### src/rtl/gbd_ram_writer.sv
// gbd_ram_writer: streams bytes into cartridge save SRAM through the mapper override port.
// Rev 1.0 - initial release.
`default_nettype none

module gbd_ram_writer #(
  parameter int SETUP_CYCLES = 1,
  parameter int PULSE_CYCLES = 2,
  parameter int HOLD_CYCLES  = 1
) (
  input  logic        sys_clock,
  input  logic        sys_reset,
  input  logic        start,
  input  logic [11:0] start_addr,
  input  logic [12:0] byte_count,
  input  logic        abort,
  input  logic        in_valid,
  input  logic [7:0]  in_data,
  output logic        in_ready,
  output logic        is_gbd_writing_ram,
  output logic [7:0]  out_Writing_dq,
  output logic [11:0] out_Writing_Addr_low,
  output logic        out_Writing_nCS,
  output logic        out_Writing_nWE,
  output logic        busy,
  output logic        done,
  output logic        aborted
);

  localparam int C_MAX_SP = (SETUP_CYCLES > PULSE_CYCLES) ? SETUP_CYCLES : PULSE_CYCLES;
  localparam int C_MAX    = (C_MAX_SP > HOLD_CYCLES) ? C_MAX_SP : HOLD_CYCLES;
  localparam int CNT_W    = (C_MAX > 1) ? $clog2(C_MAX) : 1;

  localparam logic [CNT_W-1:0] C_SETUP_LAST = CNT_W'(SETUP_CYCLES - 1);
  localparam logic [CNT_W-1:0] C_PULSE_LAST = CNT_W'(PULSE_CYCLES - 1);
  localparam logic [CNT_W-1:0] C_HOLD_LAST  = CNT_W'(HOLD_CYCLES - 1);
  localparam logic [12:0]      C_MAX_BYTES  = 13'd4096;

  typedef enum logic [2:0] {
    S_IDLE      = 3'd0,
    S_ACQUIRE   = 3'd1,
    S_WAIT_DATA = 3'd2,
    S_SETUP     = 3'd3,
    S_PULSE     = 3'd4,
    S_HOLD      = 3'd5,
    S_RELEASE   = 3'd6
  } state_t;

  state_t           state_q;
  logic [CNT_W-1:0] cnt_q;
  logic [11:0]      addr_q;
  logic [12:0]      remaining_q;
  logic             abort_seen_q;
  logic             in_ready_q;
  logic             gbd_q;
  logic [7:0]       dq_q;
  logic [11:0]      addr_out_q;
  logic             ncs_q;
  logic             nwe_q;
  logic             busy_q;
  logic             done_q;
  logic             aborted_q;

  logic [12:0]      count_clamped_d;
  logic             accept_d;
  logic             abort_any_d;

  assign count_clamped_d = (byte_count > C_MAX_BYTES) ? C_MAX_BYTES : byte_count;
  assign abort_any_d     = abort | abort_seen_q;
  // A pending abort withdraws ready in the same cycle so the presented byte is left untouched.
  assign in_ready        = in_ready_q & ~abort_any_d;
  assign accept_d        = in_valid & in_ready;

  always_ff @(posedge sys_clock or posedge sys_reset) begin
    if (sys_reset) begin
      state_q      <= S_IDLE;
      cnt_q        <= '0;
      addr_q       <= '0;
      remaining_q  <= '0;
      abort_seen_q <= 1'b0;
      in_ready_q   <= 1'b0;
      gbd_q        <= 1'b0;
      dq_q         <= '0;
      addr_out_q   <= '0;
      ncs_q        <= 1'b1;
      nwe_q        <= 1'b1;
      busy_q       <= 1'b0;
      done_q       <= 1'b0;
      aborted_q    <= 1'b0;
    end else begin
      done_q <= 1'b0;
      if (busy_q && abort) begin
        abort_seen_q <= 1'b1;
      end

      case (state_q)
        S_IDLE: begin
          if (start) begin
            if (byte_count == 13'd0) begin
              done_q    <= 1'b1;
              aborted_q <= 1'b0;
            end else begin
              addr_q       <= start_addr;
              remaining_q  <= count_clamped_d;
              abort_seen_q <= 1'b0;
              gbd_q        <= 1'b1;
              busy_q       <= 1'b1;
              state_q      <= S_ACQUIRE;
            end
          end
        end

        S_ACQUIRE: begin
          in_ready_q <= 1'b1;
          state_q    <= S_WAIT_DATA;
        end

        S_WAIT_DATA: begin
          if (abort_any_d) begin
            in_ready_q <= 1'b0;
            gbd_q      <= 1'b0;
            done_q     <= 1'b1;
            aborted_q  <= 1'b1;
            state_q    <= S_RELEASE;
          end else if (accept_d) begin
            in_ready_q <= 1'b0;
            dq_q       <= in_data;
            addr_out_q <= addr_q;
            ncs_q      <= 1'b0;
            cnt_q      <= '0;
            state_q    <= S_SETUP;
          end
        end

        S_SETUP: begin
          if (cnt_q == C_SETUP_LAST) begin
            cnt_q   <= '0;
            nwe_q   <= 1'b0;
            state_q <= S_PULSE;
          end else begin
            cnt_q <= cnt_q + 1'b1;
          end
        end

        S_PULSE: begin
          // nWE and nCS rise on the same edge; abort never shortens the strobe.
          if (cnt_q == C_PULSE_LAST) begin
            cnt_q   <= '0;
            nwe_q   <= 1'b1;
            ncs_q   <= 1'b1;
            state_q <= S_HOLD;
          end else begin
            cnt_q <= cnt_q + 1'b1;
          end
        end

        S_HOLD: begin
          if (cnt_q == C_HOLD_LAST) begin
            cnt_q       <= '0;
            remaining_q <= remaining_q - 13'd1;
            addr_q      <= addr_q + 12'd1;
            if ((remaining_q == 13'd1) || abort_any_d) begin
              gbd_q     <= 1'b0;
              done_q    <= 1'b1;
              aborted_q <= (remaining_q != 13'd1);
              state_q   <= S_RELEASE;
            end else begin
              in_ready_q <= 1'b1;
              state_q    <= S_WAIT_DATA;
            end
          end else begin
            cnt_q <= cnt_q + 1'b1;
          end
        end

        S_RELEASE: begin
          busy_q  <= 1'b0;
          state_q <= S_IDLE;
        end

        default: begin
          state_q    <= S_IDLE;
          in_ready_q <= 1'b0;
          gbd_q      <= 1'b0;
          ncs_q      <= 1'b1;
          nwe_q      <= 1'b1;
          busy_q     <= 1'b0;
        end
      endcase
    end
  end

  assign is_gbd_writing_ram   = gbd_q;
  assign out_Writing_dq       = dq_q;
  assign out_Writing_Addr_low = addr_out_q;
  assign out_Writing_nCS      = ncs_q;
  assign out_Writing_nWE      = nwe_q;
  assign busy                 = busy_q;
  assign done                 = done_q;
  assign aborted              = aborted_q;

endmodule

`default_nettype wire
### config.mk
export PLATFORM = sky130hd
export DESIGN_NAME = gbd_ram_writer
export DESIGN_NICKNAME = d
export VERILOG_FILES = /design/src/rtl/gbd_ram_writer.sv
export SDC_FILE = /design/constraint.sdc
export NUM_CORES = 1
export LEC_CHECK = 0
export BUFFER_PORTS_ARGS = -buffer_cell sky130_fd_sc_hd__buf_4
export CELL_PAD_IN_SITES_DETAIL_PLACEMENT = 0
export CELL_PAD_IN_SITES_GLOBAL_PLACEMENT = 1
export CORE_MARGIN = 2
export CORE_UTILIZATION = 42
export DETAILED_ROUTE_END_ITERATION = 7
export PLACE_DENSITY_LB_ADDON = 0.1
export SLEW_MARGIN = 25
export SYNTH_ARGS = -nofsm -noshare
export SYNTH_HDL_FRONTEND = slang
export SYNTH_SLANG_ARGS = --single-unit
export TNS_END_PERCENT = 50
### constraint.sdc
create_clock -name sys_clock -period 2.7 [get_ports sys_clock]
set_clock_uncertainty 0.15 [all_clocks]
set_input_delay 0.27 -clock sys_clock [delete_from_list [all_inputs] [get_ports sys_clock]]
set_output_delay 0.27 -clock sys_clock [all_outputs]
set_load 0.01 [all_outputs]
==> results.txt <==
----------------------------------------------------
[Run status]
  Result of the run ... completed

[Clocking]
  Number of sinks on the clock net ... 57
  H-tree levels ... 3
  Setup Buffers After CTS ... 0
  Number of buffers added by the clock tree synthesis step ... 9
  CTS tree ... yes
  Max clock buf depth ... 2
  Clk pin slew, worst setup/hold paths ... about 70 ps
  Root Buffer ... sky130_fd_sc_hd__clkbuf_8
  Source-to-sink clock delay at the later pin of the worst-skew pair ... about 330 ps

[Setup path]
  Data required time of the worst path ... approximately 2800 ps
  Critical Path Sink Type ... flop
  Critical path arrival ... 2180 ps
  Crit path max fanout ... 18
  Kind of critical path ... flop to flop
  Startpoint kind of the worst setup timing path ... flop

[Pwr]
  Static leakage power ... 1.77 nW
  Cell Pwr Density ... ~1100 mW/mm2
  Max IR drop VDD ... 582 uV

[Finish]
  Number of nets in the final layout ... 438
  End-of-flow core utilization ... 54.6%
  Count of placed standard cells in the final layout, fillers left out ... ~500
  Layout Area Growth over Synthesis ... 26.2%
  Layout cell share with drive strength beyond 1 ... 30.1%
  Number of diodes added for antenna fixing ... 0
  Post-route cell area ... 0.00394 mm2

[Worst hold path]
  Hold/Removal Path Class ... primary input to flop

[GRT]
  Via count of the first global-routing pass ... 2596
  Antenna violations before repair ... 0
  Largest net degree at the start of global routing ... 31
  First-pass GRT wire length ... around 13000 um
  Tot GR Track Use ... between 10% and 20%
  Remaining global-route overflow ... 0

[Detailed routing]
  Total routed wirelength ... approximately 7400 um
  # DRC ... 0
  Routed via count ... between 2000 and 3000
  Initial DRC count ... 118
  1st-pass router iterations ... 5
  Post-detailed-route via-to-cell ratio ... 5.50
  Drt wl/cell ... 14.7 um
  Number of antenna-violating nets in the routed design ... 0

[Synth]
  Syn Area/Cell ... 9.49 um2
  Number of synthesis warnings ... 0
  Share of flip-flops with an asynchronous set or reset ... 100%
  Count of state elements after synthesis ... 57
  Part of the Yosys area used for sequential elements ... 45.8%
  Synthesized instance count ... 329
  Number of enable flip-flop cells after synthesis ... 0
  Primary flip-flop cell chosen by synthesis mapping ... sky130_fd_sc_hd__dfrtp_1
  Synth cell types ... 58
  Number of nets in the synthesized netlist ... between 300 and 400
  Synthesized area ... approximately 0.0031 mm2

[Die]
  Die Outline Area ... around 0.0081 mm2
  DIE WIDTH ... ~90 um
  I/O Pins ... 65
  Floorplan Core Area ... 0.00721 mm2
  Initial Util ... roughly 43%
  Number of rows in the core area ... 31
  DIE HEIGHT ... 90.2 um

[STA]
  Setup WS post-layout ... 628 ps
  Crit share post-route ... approximately 77%
  Clock period minus final worst setup slack ... around 2100 ps
  Worst-margin pin slew ... about 570 ps
  Final-report max-slew violation count ... 0
  Hold Violations, Final ... 0
  Sum Neg Setup Slack ... 0 ps
  Slew Limit Headroom ... around 62%
  Number of failing setup endpoints in the final timing report ... 0
  Max Clk Rate ... between 400 and 500 MHz
  Unrepaired setup endpoints after global routing ... no

[Placed design]
  HPWL after detailed placement ... roughly 5200 um
  Post-Place Cells ... roughly 480
  Worst slack at placement ... 570 ps
  Total of buffers placed on input and output ports ... 64
  Placer's final routability congestion estimate ... slightly below 0.9
  Area after DPL ... between 0.003 and 0.004 mm2

[Job]
  Max-cap violations ... 0

----------------------------------------------------
cell type report:
class                   instances  area (um2)
clock buffers                  10         128
flip-flops and latches         57        1430
repair buffers                 76         598
well taps                      99         124
multi-input cells             242        1540
clock inverters                 6        82.6
inverters                      11        41.3
fillers                       686        3270
per-stage QoR:
step | total power, W | hold slack, ps
3_3_place_gp | 0.00349 | 159
5_1_grt | 0.00472 | 9.11
4_1_cts | 0.00440 | 6.81
6_report | 0.00436 | 18.8
3_5_place_dp | 0.00351 | 166
2_1_floorplan | 0.00289 | 270
power by group:
| part | internal (W) | leakage (nW) | switching (W) |
|---|---|---|---|
| clock | 0.000515 | 0.106 | 0.000354 |
| sequential | 0.00123 | 0.707 | 0.000371 |
| combinational | 0.000889 | 0.960 | 0.00101 |
| total | 0.00263 | 1.77 | 0.00173 |
what timing repair did:
| action | in CTS | in global routing |
|---|---|---|
| endpoints found under the hold margin | 17 | 0 |
| setup endpoints to repair | 0 | 0 |
| resized for setup | 0 | 0 |
| hold buffers | 1 | 0 |
sequential cells by signal, summed over array words and instances (netlist names):
| name | count |
|---|---|
| out_Writing_nWE | 1 |
| busy | 1 |
| is_gbd_writing_ram | 1 |
| addr_q | 12 |
| abort_seen_q | 1 |
| done | 1 |
| out_Writing_Addr_low | 12 |
| out_Writing_nCS | 1 |
| aborted | 1 |
| remaining_q | 13 |
| state_q | 3 |
| in_ready_q | 1 |
| out_Writing_dq | 8 |
| cnt_q | 1 |
placed cells by master (no fill, tap or decap), types with 3 or more instances in the layout:
| master | instances |
|---|---|
| sky130_fd_sc_hd__a21oi_1 | 44 |
| sky130_fd_sc_hd__a22oi_1 | 3 |
| sky130_fd_sc_hd__a2bb2oi_1 | 3 |
| sky130_fd_sc_hd__a31oi_1 | 10 |
| sky130_fd_sc_hd__a32oi_1 | 3 |
| sky130_fd_sc_hd__and2_1 | 4 |
| sky130_fd_sc_hd__buf_4 | 73 |
| sky130_fd_sc_hd__clkbuf_8 | 9 |
| sky130_fd_sc_hd__clkinv_2 | 3 |
| sky130_fd_sc_hd__dfrtp_1 | 55 |
| sky130_fd_sc_hd__ha_1 | 3 |
| sky130_fd_sc_hd__inv_1 | 9 |
| sky130_fd_sc_hd__mux2_2 | 19 |
| sky130_fd_sc_hd__nand2_1 | 28 |
| sky130_fd_sc_hd__nand2b_1 | 5 |
| sky130_fd_sc_hd__nand3_1 | 7 |
| sky130_fd_sc_hd__nor2_1 | 22 |
| sky130_fd_sc_hd__nor3_1 | 3 |
| sky130_fd_sc_hd__nor4_1 | 5 |
| sky130_fd_sc_hd__o21ai_0 | 29 |
| sky130_fd_sc_hd__o22ai_1 | 4 |
| sky130_fd_sc_hd__o2bb2ai_1 | 6 |
critical path, stage by stage, from the launching register on:
cell,delay [ps]
sky130_fd_sc_hd__dfrtp_1,660
sky130_fd_sc_hd__nand2b_1,290
sky130_fd_sc_hd__nor2_2,60
sky130_fd_sc_hd__buf_4,180
sky130_fd_sc_hd__nor2_1,350
sky130_fd_sc_hd__a22oi_1,160
sky130_fd_sc_hd__o2bb2ai_1,150
metal layers:
metal	GRT usage, %	part of all wire (%)	up-vias
met4	7.31	1.5	0
met3	3.69	5.0	11
met1	27.3	48	1306
met5	0	0	-
met2	28.1	46	79
li1	-	-	1362
cells in the mapped netlist, types with 2 or more instances:
| library cell | n | area share (%) |
|---|---|---|
| sky130_fd_sc_hd__a21oi_1 | 44 | 7.1 |
| sky130_fd_sc_hd__a21o_1 | 2 | 0.48 |
| sky130_fd_sc_hd__dfrtp_1 | 55 | 44 |
| sky130_fd_sc_hd__buf_2 | 7 | 1.1 |
| sky130_fd_sc_hd__and3b_1 | 2 | 0.56 |
| sky130_fd_sc_hd__a22oi_1 | 3 | 0.72 |
| sky130_fd_sc_hd__nand4_1 | 2 | 0.40 |
| sky130_fd_sc_hd__nand2_1 | 28 | 3.4 |
| sky130_fd_sc_hd__nor2_1 | 22 | 2.6 |
| sky130_fd_sc_hd__and3_1 | 2 | 0.40 |
| sky130_fd_sc_hd__and2_1 | 4 | 0.80 |
| sky130_fd_sc_hd__nor3b_1 | 2 | 0.48 |
| sky130_fd_sc_hd__inv_1 | 10 | 1.2 |
| sky130_fd_sc_hd__o21a_1 | 2 | 0.48 |
| sky130_fd_sc_hd__buf_4 | 3 | 0.72 |
| sky130_fd_sc_hd__mux2_2 | 19 | 6.9 |
| sky130_fd_sc_hd__clkbuf_1 | 6 | 0.72 |
| sky130_fd_sc_hd__a2bb2oi_1 | 3 | 0.84 |
| sky130_fd_sc_hd__or3_1 | 2 | 0.40 |
| sky130_fd_sc_hd__o21ai_0 | 29 | 4.6 |
| sky130_fd_sc_hd__nor3_1 | 3 | 0.48 |
| sky130_fd_sc_hd__nand2b_1 | 5 | 1.0 |
| sky130_fd_sc_hd__a211oi_1 | 2 | 0.48 |
| sky130_fd_sc_hd__o22ai_1 | 5 | 1.0 |
| sky130_fd_sc_hd__clkbuf_8 | 3 | 1.3 |
| sky130_fd_sc_hd__nand3_1 | 7 | 1.1 |
| sky130_fd_sc_hd__ha_1 | 3 | 1.2 |
| sky130_fd_sc_hd__and4_1 | 2 | 0.56 |
| sky130_fd_sc_hd__or4_1 | 2 | 0.48 |
| sky130_fd_sc_hd__o2bb2ai_1 | 6 | 1.7 |
| sky130_fd_sc_hd__dfstp_2 | 2 | 1.7 |
| sky130_fd_sc_hd__a31oi_1 | 10 | 2.0 |
| sky130_fd_sc_hd__nor4_1 | 5 | 1.0 |
| sky130_fd_sc_hd__a32oi_1 | 3 | 0.84 |
cell families (layout without fill, tap and decap cells):
logic type      Yosys count  in the layout  synth area share (%)
simple gates            100            100                  17.6
buf+inv                  30            103                  5.21
compound gates          119            119                  23.1
fa+ha+maj                 3              3                  1.20
flops                    57             57                  45.8
mux                      20             20                  7.17
worst paths after layout:
check	from	to	slack, ps	depth (start not counted)
setup / recovery	state_q[1]	remaining_q[11]	630	6
hold reg to reg	out_Writing_Addr_low[2]	out_Writing_Addr_low[2]	330	2
setup reg to reg	state_q[1]	remaining_q[11]	630	6
max in group asynchronous	sys_reset	out_Writing_Addr_low[5]	1390	4
min in group asynchronous	sys_reset	cnt_q	360	3
hold / removal	in_data[3]	out_Writing_dq[3]	20	2
Note: power is estimated with default switching activity, not from simulation.
